[src/rtl/conv_operand_buffer.sv]
// conv_operand_buffer: loads an image and a filter from a byte stream, then streams every convolution window as (pixel, weight) pairs.
module conv_operand_buffer #(
    parameter int DW    = 8,
    parameter int IMG_W = 4,
    parameter int IMG_H = 4,
    parameter int K     = 3
) (
    input  logic          clk,
    input  logic          rst,
    input  logic          start,
    input  logic          replay,
    input  logic          in_valid,
    output logic          in_ready,
    input  logic [DW-1:0] in_data,
    output logic          out_valid,
    input  logic          out_ready,
    output logic [DW-1:0] out_pix,
    output logic [DW-1:0] out_wgt,
    output logic          out_win_last,
    output logic          out_frame_last,
    output logic          done_memory,
    output logic          busy
);
    localparam int OW = IMG_W - K + 1;
    localparam int OH = IMG_H - K + 1;
    localparam int NI = IMG_W * IMG_H;
    localparam int NF = K * K;
    localparam int AW = NI > 1 ? $clog2(NI) : 1;
    localparam int FW = NF > 1 ? $clog2(NF) : 1;
    localparam int KW = K > 1 ? $clog2(K) : 1;
    localparam int XW = OW > 1 ? $clog2(OW) : 1;
    localparam int YW = OH > 1 ? $clog2(OH) : 1;

    typedef enum logic [2:0] {IDLE, LOAD_IMG, LOAD_FLT, LOADED, STREAM} state_t;

    state_t        state;
    logic [AW-1:0] cnt;
    logic [KW-1:0] kx, ky;
    logic [XW-1:0] ox;
    logic [YW-1:0] oy;
    logic [DW-1:0] img [NI];
    logic [DW-1:0] flt [NF];
    logic [AW-1:0] pix_idx;
    logic [FW-1:0] wgt_idx;
    logic          win_last, frame_last;

    always_comb begin
        pix_idx    = AW'((int'(oy) + int'(ky)) * IMG_W + int'(ox) + int'(kx));
        wgt_idx    = FW'(int'(ky) * K + int'(kx));
        win_last   = int'(kx) == K - 1 && int'(ky) == K - 1;
        frame_last = win_last && int'(ox) == OW - 1 && int'(oy) == OH - 1;
    end

    // Pair outputs are forced to zero outside STREAM so idle outputs stay clean.
    assign out_pix        = out_valid ? img[pix_idx] : '0;
    assign out_wgt        = out_valid ? flt[wgt_idx] : '0;
    assign out_win_last   = out_valid && win_last;
    assign out_frame_last = out_valid && frame_last;

    always_ff @(posedge clk or posedge rst) begin
        if (rst) begin
            state       <= IDLE;
            cnt         <= '0;
            kx          <= '0;
            ky          <= '0;
            ox          <= '0;
            oy          <= '0;
            in_ready    <= 1'b0;
            out_valid   <= 1'b0;
            done_memory <= 1'b0;
            busy        <= 1'b0;
            for (int i = 0; i < NI; i++) img[i] <= '0;
            for (int i = 0; i < NF; i++) flt[i] <= '0;
        end else begin
            case (state)
                IDLE: begin
                    if (start) begin
                        state       <= LOAD_IMG;
                        cnt         <= '0;
                        done_memory <= 1'b0;
                        in_ready    <= 1'b1;
                        busy        <= 1'b1;
                    end else if (replay && done_memory) begin
                        state     <= STREAM;
                        kx        <= '0;
                        ky        <= '0;
                        ox        <= '0;
                        oy        <= '0;
                        out_valid <= 1'b1;
                        busy      <= 1'b1;
                    end
                end
                LOAD_IMG: if (in_valid) begin
                    img[cnt] <= in_data;
                    cnt      <= int'(cnt) == NI - 1 ? '0 : cnt + 1'b1;
                    state    <= int'(cnt) == NI - 1 ? LOAD_FLT : LOAD_IMG;
                end
                LOAD_FLT: if (in_valid) begin
                    flt[FW'(cnt)] <= in_data;
                    cnt           <= cnt + 1'b1;
                    if (int'(cnt) == NF - 1) begin
                        state       <= LOADED;
                        in_ready    <= 1'b0;
                        done_memory <= 1'b1;
                    end
                end
                LOADED: begin
                    state     <= STREAM;
                    kx        <= '0;
                    ky        <= '0;
                    ox        <= '0;
                    oy        <= '0;
                    out_valid <= 1'b1;
                end
                STREAM: if (out_ready) begin
                    if (int'(kx) != K - 1) kx <= kx + 1'b1;
                    else begin
                        kx <= '0;
                        if (int'(ky) != K - 1) ky <= ky + 1'b1;
                        else begin
                            ky <= '0;
                            if (int'(ox) != OW - 1) ox <= ox + 1'b1;
                            else begin
                                ox <= '0;
                                if (int'(oy) != OH - 1) oy <= oy + 1'b1;
                                else begin
                                    oy        <= '0;
                                    state     <= IDLE;
                                    out_valid <= 1'b0;
                                    busy      <= 1'b0;
                                end
                            end
                        end
                    end
                end
                default: state <= IDLE;
            endcase
        end
    end
endmodule

[config.mk]
export PLATFORM = sky130hd
export DESIGN_NAME = conv_operand_buffer
export DESIGN_NICKNAME = d
export VERILOG_FILES = /design/src/rtl/conv_operand_buffer.sv
export SDC_FILE = /design/constraint.sdc
export NUM_CORES = 1
export LEC_CHECK = 0
export ABC_AREA = 1
export CELL_PAD_IN_SITES_DETAIL_PLACEMENT = 1
export CELL_PAD_IN_SITES_GLOBAL_PLACEMENT = 2
export CORE_MARGIN = 10
export CORE_UTILIZATION = 37
export DETAILED_ROUTE_END_ITERATION = 10
export GPL_TIMING_DRIVEN = 0
export PLACE_DENSITY = 0.89
export RECOVER_POWER = 25
export SETUP_SLACK_MARGIN = 0.5
export SKIP_CTS_REPAIR_TIMING = 1
export SLEW_MARGIN = 5
export SYNTH_ARGS = -nofsm -noshare
export SYNTH_HDL_FRONTEND = slang
export SYNTH_SLANG_ARGS = --single-unit
[constraint.sdc]
create_clock -name clk -period 9.15 [get_ports clk]
set_input_delay 0.915 -clock clk [delete_from_list [all_inputs] [get_ports clk]]
set_output_delay 0.915 -clock clk [all_outputs]
set_load 0.01 [all_outputs]
==> results of run 1 <==
## synthesized netlist by cell type
master	count	share of area, %
o21ai_0	203	9.7
buf_6	1	0.11
o31ai_1	1	0.072
a21oi_1	13	0.62
nand2_1	497	18
clkinv_1	2	0.072
ha_1	12	1.4
clkbuf_1	47	1.7
inv_1	57	2.0
nand2_2	9	0.54
xor2_1	2	0.17
nand4_1	8	0.48
nor2_1	48	1.7
nor2_4	3	0.32
inv_2	3	0.11
buf_4	1	0.072
xnor2_1	1	0.083
fa_1	2	0.38
o21ai_1	7	0.33
buf_1	5	0.18
nand3_1	180	8.6
buf_2	26	1.2
dfrtp_1	217	52
nor3_1	3	0.14
nand3_4	3	0.50
## power by group
part | switching [mW] | total [mW] | internal, mW | leakage (nW)
logic | 0.295 | 0.447 | 0.152 | 2.15
registers | 0.0828 | 1.18 | 1.10 | 2.97
clock network | 0.427 | 1.10 | 0.677 | 0.436
total | 0.804 | 2.73 | 1.93 | 5.56
## metal layers
layer  vias up  wire (microns)  track usage, %
met5         -               0               0
met4         0             637            4.67
met3        44            1250            2.34
met2       146           17000            33.8
met1      4767           16500            26.9
li1       4519               -               -
## final cells by class
cell class / count / area [sq um] / area share (%)
plain buffers: 80 / 344 / 2.80
clock buffers: 36 / 707 / 5.76
clock inverters: 10 / 179 / 1.46
inverters: 62 / 234 / 1.91
multi-input cells: 992 / 4490 / 36.6
flip-flops and latches: 217 / 5430 / 44.3
well taps: 378 / 473 / 3.86
repair buffers: 37 / 405 / 3.30
## registers in the layout (all words and copies together) (netlist names), 2 cells and up
name	flops
cnt	4
img	128
kx	2
ky	2
state	3
flt	72
## tightest hold or removal path, stage by stage, from the launching register on
cell and delay [ns]:
dfrtp_1 0.34, nand2_1 0.05, o21ai_0 0.06
## cell families (layout without fill, tap and decap cells)
family	Yosys count	count (layout)	synth area share, %
DFF	217	217	51.7
buffers and inverters	142	225	5.49
and+or+nand+nor	751	751	30.0
xor gates and xnor gates	3	3	0.250
AOI/OAI and AO/OA	224	224	10.7
adders and majority gates	14	14	1.81
## stage by stage
step,TNS [ns],cell area (sq um)
after floorplan,0,10500
after global placement,-171.91,11300
after detailed placement,0,11400
after CTS,0,12300
after global routing,0,12300
final,0,12300
## worst max path at each step
stage,start,to,slack (ns),depth (start not counted)
2_1_floorplan,rst,busy,2.30,1
3_3_place_gp,rst,flt[1],-0.81,2
3_5_place_dp,kx[1],out_wgt[5],4.35,14
4_1_cts,kx[1],out_wgt[2],3.65,14
5_1_grt,kx[1],out_wgt[2],3.34,14
6_report,kx[1],out_wgt[2],3.66,14
==> reports/metrics.cfg, run 1 <==
[logic_synthesis]
syn_area_per_cell_sq_um = 7.77
yosysWarningCount = 0
synth_cells = 1351
syn_nets = 1379
synth-seq-area-share_pct = 51.7
yosys_register_bits = 217
yosysUniqueCellTypes = 25
syn_area_sq_um = 10500

[sta]
slew_headroom_pct = 41.0
hold_slack_ns = 0.483
rsz0062_at_grt = no
report.final.slew_viol_count = 0
skew_ns = 0.00887
fin_crit_sh_pct = 60.0
layout_setup_ws_ns = 3.66
worstMarginPinSlew_ns = 0.885
fmax_ghz = 0.182
setup_viol = 0
min_period_ns = 5.49
hold_viol = 0

[worst_setup_path]
startpoint_type = register
crit_arrival_ns = 4.57
cpPeakStageDelay_ns = 0.54
critical_path_class = reg2out
worst-r2r-setup-slack_ns = 7.15
reg2reg_from = cnt[0]
r2r.worst_path.cells = 7
cp_top_family = buffers and inverters
timing.critical_path.required_ns = 8.24
path_common_cell = inv_1
cp-end-kind = output pin
slowest_stage = fa_1
worstPathMaxFanout = 9
r2r_end = flt[2]
crit_chain = inv_1, fa_1, inv_1, ha_1, inv_1, fa_1, buf_2, clkinv_1, nor2_1, nand3_1, a21oi_1, nand2_1, inv_1, clkdlybuf4s50_1
cp.buffers_inverters = 7

[power]
power_mw = 2.73
powerDensity_nw_per_um2 = 223
p_leak_nw = 5.56
ir_drop_mv = 0.133

[drt]
vias_per_cell = 5.23
drt-initial-drc-count = 541
vias = 9476
wl_microns = 35400
ant_nets = 0
wl_per_cell_microns = 19.5
dr.pass1.iters = 4
drc = 0

[floorplan]
die_area_sq_um = 35500
initial_core_util_pct = 37.7
rows = 61
pin_count = 36
core-area_sq_um = 27900
fp.dieH_microns = 188
die_x_microns = 188

[place]
dp_hpwl_microns = 24900
portBuffers = 35
dp_slack_ns = 4.35
dpl.cell_count = 1766
gp_congestion = 0.821

[grt]
grt_max_degree = 110
grt_pass1_wl_microns = 57300
grt.total_usage_pct = 20.0
antenna_found_initial = 0
gr-total-overflow = 0
grt_pass1_vias = 10106

[clock_tree]
numCtsBuffers = 25
cts_root_buffer = clkbuf_16
clk_path_buf_depth = 3
path_clk_slew_ns = 0.06
cts.sinks = 217
h-tree-depth = 1
clk_latency_ns = 0.54
tritoncts = built

[final_layout]
fin_cells = 1812
nets = 1443
utilization_pct = 44.0
fill_cells = 3437
mostFrequentLayoutCells = 497 x nand2_1, 217 x dfrtp_1, 203 x o21ai_0, 180 x nand3_1, 56 x inv_1
mostFrequentLayoutCell = nand2_1
num_antenna_cells = 0
area_growth_pct = 16.8
drive_above_1_share_pct = 6.14

[status]
status = finished clean

[worst_hold_path]
hold_class = reg2reg
hp-start = flt[67]
min_to = flt[67]
hold_depth = 2

[run]
drv_cap = 0

No activity file was read; power rests on OpenSTA's default activity.
==> run 2, diff against run 1 <==
--- a/config.mk
+++ b/config.mk
@@ -9,10 +9,10 @@
 export CELL_PAD_IN_SITES_DETAIL_PLACEMENT = 1
 export CELL_PAD_IN_SITES_GLOBAL_PLACEMENT = 2
 export CORE_MARGIN = 10
-export CORE_UTILIZATION = 37
+export CORE_UTILIZATION = 33
 export DETAILED_ROUTE_END_ITERATION = 10
 export GPL_TIMING_DRIVEN = 0
-export PLACE_DENSITY = 0.89
+export PLACE_DENSITY = 0.84
 export RECOVER_POWER = 25
 export SETUP_SLACK_MARGIN = 0.5
 export SKIP_CTS_REPAIR_TIMING = 1
==> constraint.sdc (replaced) <==
create_clock -name clk -period 4.4 [get_ports clk]
set_input_delay 0.44 -clock clk [delete_from_list [all_inputs] [get_ports clk]]
set_output_delay 0.44 -clock clk [all_outputs]
set_load 0.01 [all_outputs]
==> run 2 against run 1 <==
- the run now ends with capacitance limit, slew limit left
- combinational power is 110% higher
- cell count is 2.2% higher
- global-route usage is 2.2 points lower
- critical path type unchanged
- largest power group unchanged
- highest routed layer unchanged
==> reports/metrics.cfg, run 2 (same netlist as run 1, synthesis figures left out) <==
[final_layout]
fin_cells = 1851  ; +2.2%
fin_area_sq_um = 12400  ; +1.1%
mostFrequentLayoutCells = 497 x nand2_1, 214 x dfrtp_1, 203 x o21ai_0, 180 x nand3_1, 53 x inv_1
drive_above_1_share_pct = 10.0  ; +3.9 points
largest_reg_flops = 128  ; unchanged
area_growth_pct = 18.1
largest-register = img
reg_top3 = img x128, flt x72, cnt x4
nets = 1459  ; +1.1%
mostFrequentLayoutCell = nand2_1

[clock_tree]
h-tree-depth = 1  ; unchanged
numCtsBuffers = 25  ; unchanged
path_clk_slew_ns = 0.06  ; about the same
clk_latency_ns = 0.53  ; about the same
tritoncts = built
clk_path_buf_depth = 3  ; unchanged
cts_root_buffer = clkbuf_16
cts.sinks = 217  ; unchanged

[grt]
grt_max_degree = 40  ; -64%
grt_pass1_vias = 9787  ; -3.2%
grt.total_usage_pct = 17.8  ; -2.2 points
antenna_found_initial = 1  ; +1
grt_pass1_wl_microns = 55600  ; -3.0%
gr-total-overflow = 0  ; unchanged

[place]
dp_slack_ns = 0.122  ; -4.23 ns
dpl.cell_count = 1794  ; +1.6%
portBuffers = 35  ; unchanged
gp_congestion = 0.842  ; +2.6%
placed_area_sq_um = 11500  ; +0.80%
dp_hpwl_microns = 25600  ; +2.8%

[status]
status = complete, but fails checks
violations = capacitance limit, slew limit

[floorplan]
die_x_microns = 198  ; +5.3%
core-area_sq_um = 31500  ; +13%
die_area_sq_um = 39400  ; +11%
fp.dieH_microns = 198  ; +5.3%
rows = 65  ; +6.6%
initial_core_util_pct = 33.4  ; -4.3 points
pin_count = 36  ; unchanged

[sta]
fin_tns_setup_ns = 0  ; unchanged
hold_viol = 0  ; unchanged
rsz0062_at_grt = yes
report.final.slew_viol_count = 34  ; +34
fin_crit_sh_pct = 88.8
fmax_ghz = 0.256
min_period_ns = 3.91
setup_viol = 0  ; unchanged
worstMarginPinSlew_ns = 1.84  ; +0.955 ns
skew_ns = 0.0106  ; +0.00174 ns
hold_slack_ns = 0.406  ; -0.0768 ns
layout_setup_ws_ns = 0.493  ; -3.17 ns
slew_headroom_pct = -22.7  ; -64 points

[power]
ir_drop_mv = 0.246  ; +85%
powerDensity_nw_per_um2 = 446  ; +100%
p_leak_nw = 5.73  ; +3.1%

[drt]
wl_per_cell_microns = 19.0  ; -2.7%
vias_per_cell = 5.13  ; -2.0%
drc = 0  ; unchanged
wl_microns = 35200  ; -0.60%
ant_nets = 0  ; unchanged
drt-initial-drc-count = 612  ; +13%
dr.pass1.iters = 5  ; +1
vias = 9488  ; +0.13%

[worst_setup_path]
startpoint_type = register
critical_path_class = reg2out
timing.critical_path.required_ns = 3.96  ; -4.28 ns
cp-end-kind = output pin
worst-r2r-setup-slack_ns = 2.42  ; -4.73 ns
crit_arrival_ns = 3.47  ; -1.10 ns
r2r.worst_path.cells = 7  ; unchanged
worstPathMaxFanout = 4  ; -5

[worst_hold_path]
hold_class = in2async

[run]
drv_cap = 1  ; +1

-- run 2: layout make-up --
cell class                      count  area (sq um)
Timing Repair Buffer               53           478
Tap cell                          402           503
Multi-Input combinational cell    992          4530
Inverter                           62           238
Clock buffer                       35           713
Fill cell                        3825         19100
Antenna cell                        1          2.50
Sequential cell                   217          5430
Clock inverter                      9           123
Buffer                             80           382
-- run 2: worst paths after layout --
| path | to | from |
|---|---|---|
| min reg2reg | img[64] | img[64] |
| max in group asynchronous | ky[0] | rst |
| max reg2reg | img[49] | state[2] |
| min in group clk | img[64] | img[64] |
| max | out_wgt[7] | ky[1] |
| min | img[43] | rst |
-- run 2: power by group --
group          internal (mW)  total (mW)  leakage (nW)  switching [mW]
sequential              2.28        2.45          2.97           0.170
combinational          0.314       0.922          2.36           0.608
clock                   1.30        2.16         0.412           0.860
total                   3.90        5.53          5.73            1.64
-- run 2: worst max-delay path: stages (launching register included) --
cell	delay, ns
dfrtp_2	0.44
inv_2	0.10
fa_1	0.45
inv_1	0.08
ha_1	0.13
inv_1	0.04
fa_1	0.50
buf_6	0.11
clkinvlp_4	0.10
nor2_4	0.15
buf_4	0.15
buf_6	0.09
buf_4	0.09
nand3_1	0.10
a21oi_2	0.19
nand2_1	0.07
inv_1	0.05
buf_2	0.12
-- run 2: through the flow --
stage	utilization, %	power [mW]
after floorplan	-	3.09
after global placement	36.1	3.36
after detailed placement	36.5	3.42
after CTS	39.1	5.59
after global routing	39.4	5.81
final	39.4	5.53
-- run 2: layer usage --
metal / global-route usage, % / vias up / wire length, microns
met3: 2.08 / 33 / 1560
met2: 30.2 / 159 / 17100
met1: 24.0 / 4739 / 16000
li1: - / 4557 / -
met4: 3.67 / 0 / 481
met5: 0 / - / 0
==> run 3, diff against run 2 <==
--- a/config.mk
+++ b/config.mk
@@ -11,7 +11,6 @@
 export CORE_MARGIN = 10
 export CORE_UTILIZATION = 33
 export DETAILED_ROUTE_END_ITERATION = 10
-export GPL_TIMING_DRIVEN = 0
 export PLACE_DENSITY = 0.84
 export RECOVER_POWER = 25
 export SETUP_SLACK_MARGIN = 0.5
==> run 3 against run 2 <==
- the run ends with capacitance limit left
- clock-buffer cell count up 4
- worst setup slack worse by 0.047 ns
- clock skew up 0.0061 ns
- cell count down 4.0%
- sequential share of layout area up 1.2 points
- utilization down 1.1 points
- worst hold slack better by 0.076 ns
- sequential power about the same
- via count down 4.1%
- clock power down 8%
- non-clock buffer count down 74
- largest cell class unchanged
==> reports/metrics.cfg, run 3 (same netlist as run 1, synthesis figures left out) <==
[drt]
vias_per_cell = 5.12  ; about the same
wl_per_cell_microns = 18.3  ; -3.7%
dr.pass1.iters = 4  ; -1
drc = 0  ; unchanged
wl_microns = 32500  ; -7.6%
ant_nets = 0  ; unchanged
drt-initial-drc-count = 531  ; -13%
vias = 9103  ; -4.1%

[run]
drv_cap = 1  ; unchanged

[clock_tree]
clk_path_buf_depth = 3  ; unchanged
cts_root_buffer = clkbuf_16
numCtsBuffers = 25  ; unchanged
cts.sinks = 217  ; unchanged
clk_latency_ns = 0.54  ; about the same
tritoncts = built
h-tree-depth = 1  ; unchanged
path_clk_slew_ns = 0.06  ; about the same

[floorplan]
initial_core_util_pct = 33.4  ; unchanged
die_area_sq_um = 39400  ; unchanged
pin_count = 36  ; unchanged
die_x_microns = 198  ; unchanged
rows = 65  ; unchanged
core-area_sq_um = 31500  ; unchanged
fp.dieH_microns = 198  ; unchanged

[worst_setup_path]
worstSetupEndpoint = out_wgt[1]
crit_arrival_ns = 3.51  ; +0.04 ns
startpoint_type = register
r2r_end = img[50]
cp-end-kind = output pin
timing.critical_path.required_ns = 3.96  ; about the same
reg2reg_from = state[2]
worstPathMaxFanout = 6  ; +2
r2r.worst_path.cells = 5  ; -2
worst-r2r-setup-slack_ns = 2.01  ; -0.41 ns
startpoint = ky[1]
critical_path_class = reg2out

[grt]
met2_usage_pct = 27.9  ; -2.3 points
grt_use_met1_pct = 22.6  ; -1.4 points
grt_pass1_vias = 9428  ; -3.7%
grt.total_usage_pct = 16.6  ; -1.2 points
grt_max_degree = 91  ; +130%
met3_usage_pct = 1.72  ; -0.35 points
antenna_found_initial = 0  ; -1
grt_pass1_wl_microns = 52700  ; -5.1%
gr-total-overflow = 0  ; unchanged
busiest_layer = met2

[final_layout]
mostFrequentLayoutCell = nand2_1
reg_top3 = img x128, flt x72, cnt x4
nets = 1385  ; -5.1%
fin_cells = 1777  ; -4.0%
largest-register = img
largest_reg_flops = 128  ; unchanged
fill_cells = 3808  ; -0.44%
area_growth_pct = 14.9
utilization_pct = 38.3  ; -1.1 points
drive_above_1_share_pct = 6.84  ; -3.2 points
mostFrequentLayoutCells = 497 x nand2_1, 216 x dfrtp_1, 203 x o21ai_0, 180 x nand3_1, 54 x inv_1

[place]
dp_hpwl_microns = 20900  ; -18%
portBuffers = 35  ; unchanged
dpl.cell_count = 1721  ; -4.1%
gp_congestion = 0.805  ; -4.5%
dp_slack_ns = 0.373  ; +0.251 ns

[sta]
setup_viol = 0  ; unchanged
worstMarginPinSlew_ns = 1.49  ; -0.346 ns
hold_viol = 0  ; unchanged
skew_ns = 0.0167  ; +0.00609 ns
fmax_ghz = 0.253  ; -1.2%
fin_crit_sh_pct = 89.9  ; +1.1 points
rsz0062_at_grt = yes
min_period_ns = 3.95  ; +0.0470 ns
layout_setup_ws_ns = 0.446  ; -0.0470 ns
report.final.slew_viol_count = 0  ; -100%
slew_headroom_pct = 0.372  ; +23 points
fin_tns_setup_ns = 0  ; unchanged

[power]
power_mw = 5.31  ; -4.0%
ir_drop_mv = 0.254  ; +3.0%
p_leak_nw = 5.62  ; -2.0%
powerDensity_nw_per_um2 = 440  ; -1.3%

[status]
status = complete, but fails checks
violations = capacitance limit

[worst_hold_path]
hold_class = reg2reg

==> run 3: cell types whose count changed in the layout (fill, tap and decap cells not counted), moves of 3 or more <==
cell and change:
clkbuf_2 -24, dlymetal6s2s_1 +4, buf_2 -27, bufinv_16 -3, buf_4 +7, clkbuf_1 -28
==> run 3: report_power, final <==
part	switching (mW)	internal, mW	total [mW]	leakage, nW
registers	0.172	2.28	2.46	2.97
logic	0.571	0.296	0.868	2.27
clock network	0.850	1.14	1.99	0.380
total	1.59	3.72	5.31	5.62
==> run 3: area by class of cell <==
type	count	area, sq um	share of cell area [%]
Timing Repair Buffer	59	583	4.83
Clock inverter	5	43.8	0.363
Inverter	62	234	1.94
Multi-Input combinational cell	992	4540	37.6
Antenna cell	1	2.50	0.0207
Sequential cell	217	5430	45.0
Tap cell	402	503	4.17
Clock buffer	39	728	6.04
==> run 3: how the worst min path moves through the flow <==
stage	slack, ns	startpoint	cells past startpoint	end
5_1_grt	0.51	img[48]	2	img[48]
3_5_place_dp	0.47	img[101]	2	img[101]
2_1_floorplan	0.45	flt[10]	2	flt[10]
4_1_cts	0.37	rst	2	img[111]
3_3_place_gp	0.46	in_ready	2	in_ready
6_report	0.48	in_ready	2	in_ready
==> run 3: critical path, stage by stage, from the launching register on <==
cell            delay, ns
dfrtp_1              0.40
inv_2                0.08
fa_1                 0.52
inv_1                0.08
ha_2                 0.16
inv_1                0.05
fa_2                 0.63
inv_2                0.08
nor2_4               0.17
buf_4                0.16
buf_4                0.10
nand3_1              0.10
a21oi_2              0.18
nand2_1              0.06
inv_1                0.06
dlymetal6s2s_1       0.16
==> run 3: through the flow <==
stage	instance area (sq um)	hold WS, ns
final	12100	0.482
after global placement	11200	0.459
after floorplan	10500	0.453
after detailed placement	11200	0.473
after global routing	12100	0.508
after CTS	11900	0.372
==> run 3: layer usage <==
metal	up-vias	routed length (microns)
li1	4402	-
met5	-	0
met3	37	835
met4	0	560
met1	4570	15400
met2	94	15700
